### src/rtl/ps2_key_event_decoder.sv
// ps2_key_event_decoder: scan-code set 2 parser with held-key table for typematic suppression
module ps2_key_event_decoder #(
  parameter int NUM_SLOTS      = 8,
  parameter int TIMEOUT_CYCLES = 250000
) (
  input  logic                           CLOCK_50,
  input  logic                           reset,
  input  logic [7:0]                     received_data,
  input  logic                           received_data_en,
  output logic [7:0]                     key_code,
  output logic                           key_extended,
  output logic                           key_make,
  output logic                           key_event,
  output logic [$clog2(NUM_SLOTS+1)-1:0] held_count,
  output logic                           table_full,
  output logic                           seq_error
);
  localparam int CW = $clog2(NUM_SLOTS+1);
  localparam int TW = $clog2(TIMEOUT_CYCLES+1);
  typedef enum logic [1:0] {IDLE, EXT, BRK, EXT_BRK} state_t;
  state_t state_q, state_d;
  logic [TW-1:0] timer_q, timer_d;
  logic [NUM_SLOTS-1:0] valid_q, valid_d, sext_q, hit, free_oh, wr;
  logic [7:0] scode_q [NUM_SLOTS];
  logic [7:0] code_q;
  logic ext_q, make_q, event_q, err_q;
  logic mk, bk, err, ext, pre, ign, expire, press, rel;
  logic [CW-1:0] cnt;
  assign ext     = state_q == EXT || state_q == EXT_BRK;
  assign pre     = received_data == 8'hE0 || received_data == 8'hF0;
  assign ign     = received_data inside {8'h00, 8'hAA, 8'hEE, 8'hFA, 8'hFC, 8'hFE, 8'hFF};
  assign expire  = state_q != IDLE && timer_q == TW'(TIMEOUT_CYCLES-1);
  assign free_oh = ~valid_q & (valid_q + 1'b1);
  assign press   = mk && !(|hit) && |free_oh;
  assign rel     = bk && |hit;
  assign wr      = press ? free_oh : '0;
  assign valid_d = (valid_q | wr) & ~(rel ? hit : '0);
  assign timer_d = (received_data_en || state_q == IDLE || expire) ? '0 : timer_q + 1'b1;
  assign key_code     = code_q;
  assign key_extended = ext_q;
  assign key_make     = make_q;
  assign key_event    = event_q;
  assign seq_error    = err_q;
  assign held_count   = cnt;
  assign table_full   = cnt == CW'(NUM_SLOTS);
  // Match incoming code against every slot and count occupied slots
  always_comb begin
    cnt = '0;
    for (int i = 0; i < NUM_SLOTS; i++) begin
      hit[i] = valid_q[i] && sext_q[i] == ext && scode_q[i] == received_data;
      cnt = cnt + CW'(valid_q[i]);
    end
  end
  // Prefix FSM: decides make/break/error for the current byte or an idle timeout
  always_comb begin
    state_d = state_q;
    mk = 1'b0;
    bk = 1'b0;
    err = 1'b0;
    if (received_data_en)
      case (state_q)
        IDLE: begin
          state_d = received_data == 8'hE0 ? EXT : received_data == 8'hF0 ? BRK : IDLE;
          mk = !pre && !ign;
        end
        EXT: begin
          state_d = received_data == 8'hF0 ? EXT_BRK : received_data == 8'hE0 ? EXT : IDLE;
          err = received_data == 8'hE0;
          mk = !pre;
        end
        default: begin
          state_d = IDLE;
          err = pre;
          bk = !pre;
        end
      endcase
    else if (expire) begin
      state_d = IDLE;
      err = 1'b1;
    end
  end
  // State, timer, slot valid bits and registered event outputs
  always_ff @(posedge CLOCK_50) begin
    if (reset) begin
      state_q <= IDLE;
      timer_q <= '0;
      valid_q <= '0;
      code_q  <= '0;
      ext_q   <= 1'b0;
      make_q  <= 1'b0;
      event_q <= 1'b0;
      err_q   <= 1'b0;
    end else begin
      state_q <= state_d;
      timer_q <= timer_d;
      valid_q <= valid_d;
      event_q <= press || rel;
      err_q   <= err;
      if (press || rel) begin
        code_q <= received_data;
        ext_q  <= ext;
        make_q <= press;
      end
    end
  end
  // Slot payload written only when a press claims the slot
  always_ff @(posedge CLOCK_50) begin
    for (int i = 0; i < NUM_SLOTS; i++)
      if (wr[i]) begin
        scode_q[i] <= received_data;
        sext_q[i]  <= ext;
      end
  end
endmodule

### config.mk
export PLATFORM = sky130hd
export DESIGN_NAME = ps2_key_event_decoder
export DESIGN_NICKNAME = d
export VERILOG_FILES = /design/src/rtl/ps2_key_event_decoder.sv
export SDC_FILE = /design/constraint.sdc
export NUM_CORES = 1
export LEC_CHECK = 0
export CAP_MARGIN = 20
export CORE_ASPECT_RATIO = 1.2
export CORE_MARGIN = 1.5
export CORE_UTILIZATION = 25
export DETAILED_ROUTE_END_ITERATION = 8
export PLACE_DENSITY = 0.43
export SLEW_MARGIN = 40
export SYNTH_ARGS = -nofsm -noshare
export SYNTH_HDL_FRONTEND = slang
export SYNTH_SLANG_ARGS = --single-unit
### constraint.sdc
create_clock -name CLOCK_50 -period 4.8 [get_ports CLOCK_50]
set_input_delay 0.96 -clock CLOCK_50 [delete_from_list [all_inputs] [get_ports CLOCK_50]]
set_output_delay 0.96 -clock CLOCK_50 [all_outputs]
set_load 0.03 [all_outputs]
==> impl_metrics.ini <==
[clocking]
cts_tree = yes
clock-sinks = 112
clk_latency_ns = 0.36
clk_path_buf_depth = 2
cts_setup_buffers = 0
cts_buffers = 9
clock_tree.root_cell = clkbuf_16
cts_hold_buf = 0
cts.htree.levels = 3
cts.clk_slew.worst_paths_ns = 0.08

[yosys]
syn_nets = 442
ys_seq_area_share_pct = 57.6
postSynth.asyncResetShare_pct = 0
yosys-top-cells-count = 72 x edfxtp_1, 71 x xnor2_1, 40 x dfxtp_1, 35 x nor2_1, 21 x nand4_1
ys_types = 45
synth_top_area_share_pct = 42.0
synth_seq_cells = 112
syn_avg_cell_area_sq_um = 12.2
ys.flop_type = edfxtp_1
synth_warnings = 0
yosysTopAreaCell = edfxtp_1
synth.most_common_cell = edfxtp_1
syn_inst = 420
ys_top_cells_by_area = edfxtp_1 42%, dfxtp_1 16%, xnor2_1 12%, xor2_1 3.2%, nand4_1 2.6%
syn_area_sq_um = 5140
synth_edf_count = 72

[global_routing]
grt_max_degree = 33
grt_remaining_overflow = 0
grt_pass1_vias = 3171
grt_use_total_pct = 10.2
grt_pass1_wl_microns = 16800
antenna_found_initial = 0

[flow_run]
maxCapViolations = 0

[sta]
setup_viol = 0
finalMaxSlewViolations = 0
tightest_slew_ns = 0.550
rsz0062_at_grt = false
hold_slack_ns = 0.449
clock.fmax_ghz = 0.217
fin_crit_sh_pct = 96.0
setup_tns_ns = 0
slew_headroom_pct = 63.3
period_minus_slack_ns = 4.61
clock_skew_ns = 0.0147
hold_viol = 0

[floorplan]
die_w_microns = 134
boundaryPins = 28
dieArea_sq_um = 21400
fp.coreArea_sq_um = 20200
start_util_pct = 25.5
rows = 57
fp.dieH_microns = 160

[place]
io_buffers = 27
hpwl_microns = 6740
gp_congestion = 0.729

[critical_path]
reg2regPathDepth = 8
crit_path_top_delay_cell = fa_1
reg2reg_from = state_q[0]$_SDFFE_PP0P_
critPathArrivalTime_ns = 3.65
path_max_fanout = 2
r2r_slack_ns = 1.66
critPathKind = reg -> out
r2r_end = scode_q[1][24]$_DFFE_PP_
max_stage_delay_ns = 0.54
crit_path_end = table_full
startpoint_type = register
worst_ep_required_time_ns = 3.84
critical_path.cell_chain = fa_1, inv_1, fa_1, fa_1, inv_1, ha_1, fa_1, xor2_1, nor4b_1, dlygate4sd1_1
crit_path_start = valid_q[0]$_SDFF_PP0_
cpMostUsedCell = fa_1
critPathCaptureType = primary output

[routing]
drc = 0
drtAntennaViolNets = 0
firstDrtPassIters = 4
vias = 3117
drt_iter0_markers = 205
routedWlPerCell_microns = 14.2
viasPerCell = 4.28
routed_wl_microns = 10300

[final_layout]
drive_gt1_share_pct = 8.19
multiInputGateArea_sq_um = 2010
diodes = 0
nets = 481
seqCellArea_sq_um = 2960
syn2layout_area_growth_pct = 18.4
n_fill_cell = 2030

[worst_hold_path]
hp-class = reg -> reg

[pwr]
power_density_nw_per_um2 = 325
p_leak_uw = 0.00199
ir_drop_mv = 0.157

[outcome]
status = finished, final reports clean
registers in the layout (all words and copies together) (netlist names):
| signal | count |
|---|---|
| scode_q | 64 |
| timer_q | 18 |
| key_code | 8 |
| sext_q | 8 |
| valid_q | 8 |
| state_q | 2 |
| key_event | 1 |
| key_extended | 1 |
| key_make | 1 |
| seq_error | 1 |
cells by family (layout without fill, tap and decap cells):
logic type / after synthesis / in the layout / synth area share, %
compound gates: 28 / 28 / 3.84
xor+xnor: 90 / 90 / 15.3
fa+ha+maj: 11 / 11 / 3.26
buf+inv: 32 / 76 / 3.36
flops: 112 / 112 / 57.6
mux: 9 / 9 / 1.75
simple gates: 138 / 138 / 14.9
cell usage in the layout, fill, tap and decap left out, types with 5 or more instances in the layout:
cell,instances
edfxtp_1,72
xnor2_1,71
dfxtp_1,40
nor2_1,35
clkdlybuf4s50_1,25
nand4_1,21
xor2_1,19
nand2b_1,18
buf_4,18
inv_1,14
nand2_1,12
nand3_1,11
nor4_1,9
mux2i_1,9
clkbuf_16,9
ha_1,7
a21oi_1,6
and3_1,6
a221oi_1,5
layer usage:
metal | wire length (microns) | GRT usage, % | vias up | part of all wire (%)
met1 | 5300 | 14.1 | 1507 | 51
met2 | 4520 | 15.5 | 44 | 44
met5 | 0 | 0 | - | 0
met4 | 159 | 3.71 | 0 | 1.5
met3 | 363 | 2.48 | 11 | 3.5
li1 | - | - | 1555 | -
worst min path at each step:
stage | start | to | cells after the start
2_1_floorplan | timer_q[0]$_SDFF_PP0_ | timer_q[0]$_SDFF_PP0_ | 1
3_3_place_gp | timer_q[0]$_SDFF_PP0_ | timer_q[0]$_SDFF_PP0_ | 1
3_5_place_dp | timer_q[0]$_SDFF_PP0_ | timer_q[0]$_SDFF_PP0_ | 1
4_1_cts | timer_q[0]$_SDFF_PP0_ | timer_q[0]$_SDFF_PP0_ | 1
5_1_grt | timer_q[0]$_SDFF_PP0_ | timer_q[0]$_SDFF_PP0_ | 1
6_report | timer_q[0]$_SDFF_PP0_ | timer_q[0]$_SDFF_PP0_ | 1
through the flow:
| step | utilization, % | instances | total power, uW | cell area (sq um) | setup slack (ns) |
|---|---|---|---|---|---|
| 2_1_floorplan | - | 420 | 1170 | 5140 | 0.0222 |
| 3_3_place_gp | 28.6 | 713 | 1230 | 5780 | 0.294 |
| 3_5_place_dp | 28.6 | 713 | 1230 | 5780 | 0.212 |
| 4_1_cts | 30.2 | 729 | 2010 | 6090 | 0.0941 |
| 5_1_grt | 30.2 | 729 | 2060 | 6090 | 0.0140 |
| 6_report | 30.2 | 729 | 1980 | 6090 | 0.194 |
final cells by class:
type	instances	area share, %
inverters	14	0.863
clock buffers	10	3.76
repair buffers	46	7.01
multi-input cells	276	33.0
clock inverters	6	1.27
flip-flops and latches	112	48.7
well taps	265	5.45
what timing repair did:
item,4_1_cts,5_1_grt
endpoints found under the setup margin,1,2
pin swaps,0,0
gates resized for setup,1,3
critical path: cells and delay by family (launching register included):
kind                       cells  cell delay [ns]
and+or+nand+nor                1             0.24
xor gates and xnor gates       1             0.17
DFF                            1             0.33
buffers and inverters          3             0.51
adders and majority gates      5             2.04
power breakdown:
group          internal (uW)  leakage (uW)  switching [uW]
logic                   68.0      0.000860            89.2
clock network            416      0.000147             361
registers               1040      0.000982            7.61
total                   1520       0.00199             458
Power figures use the tool's default switching activity.
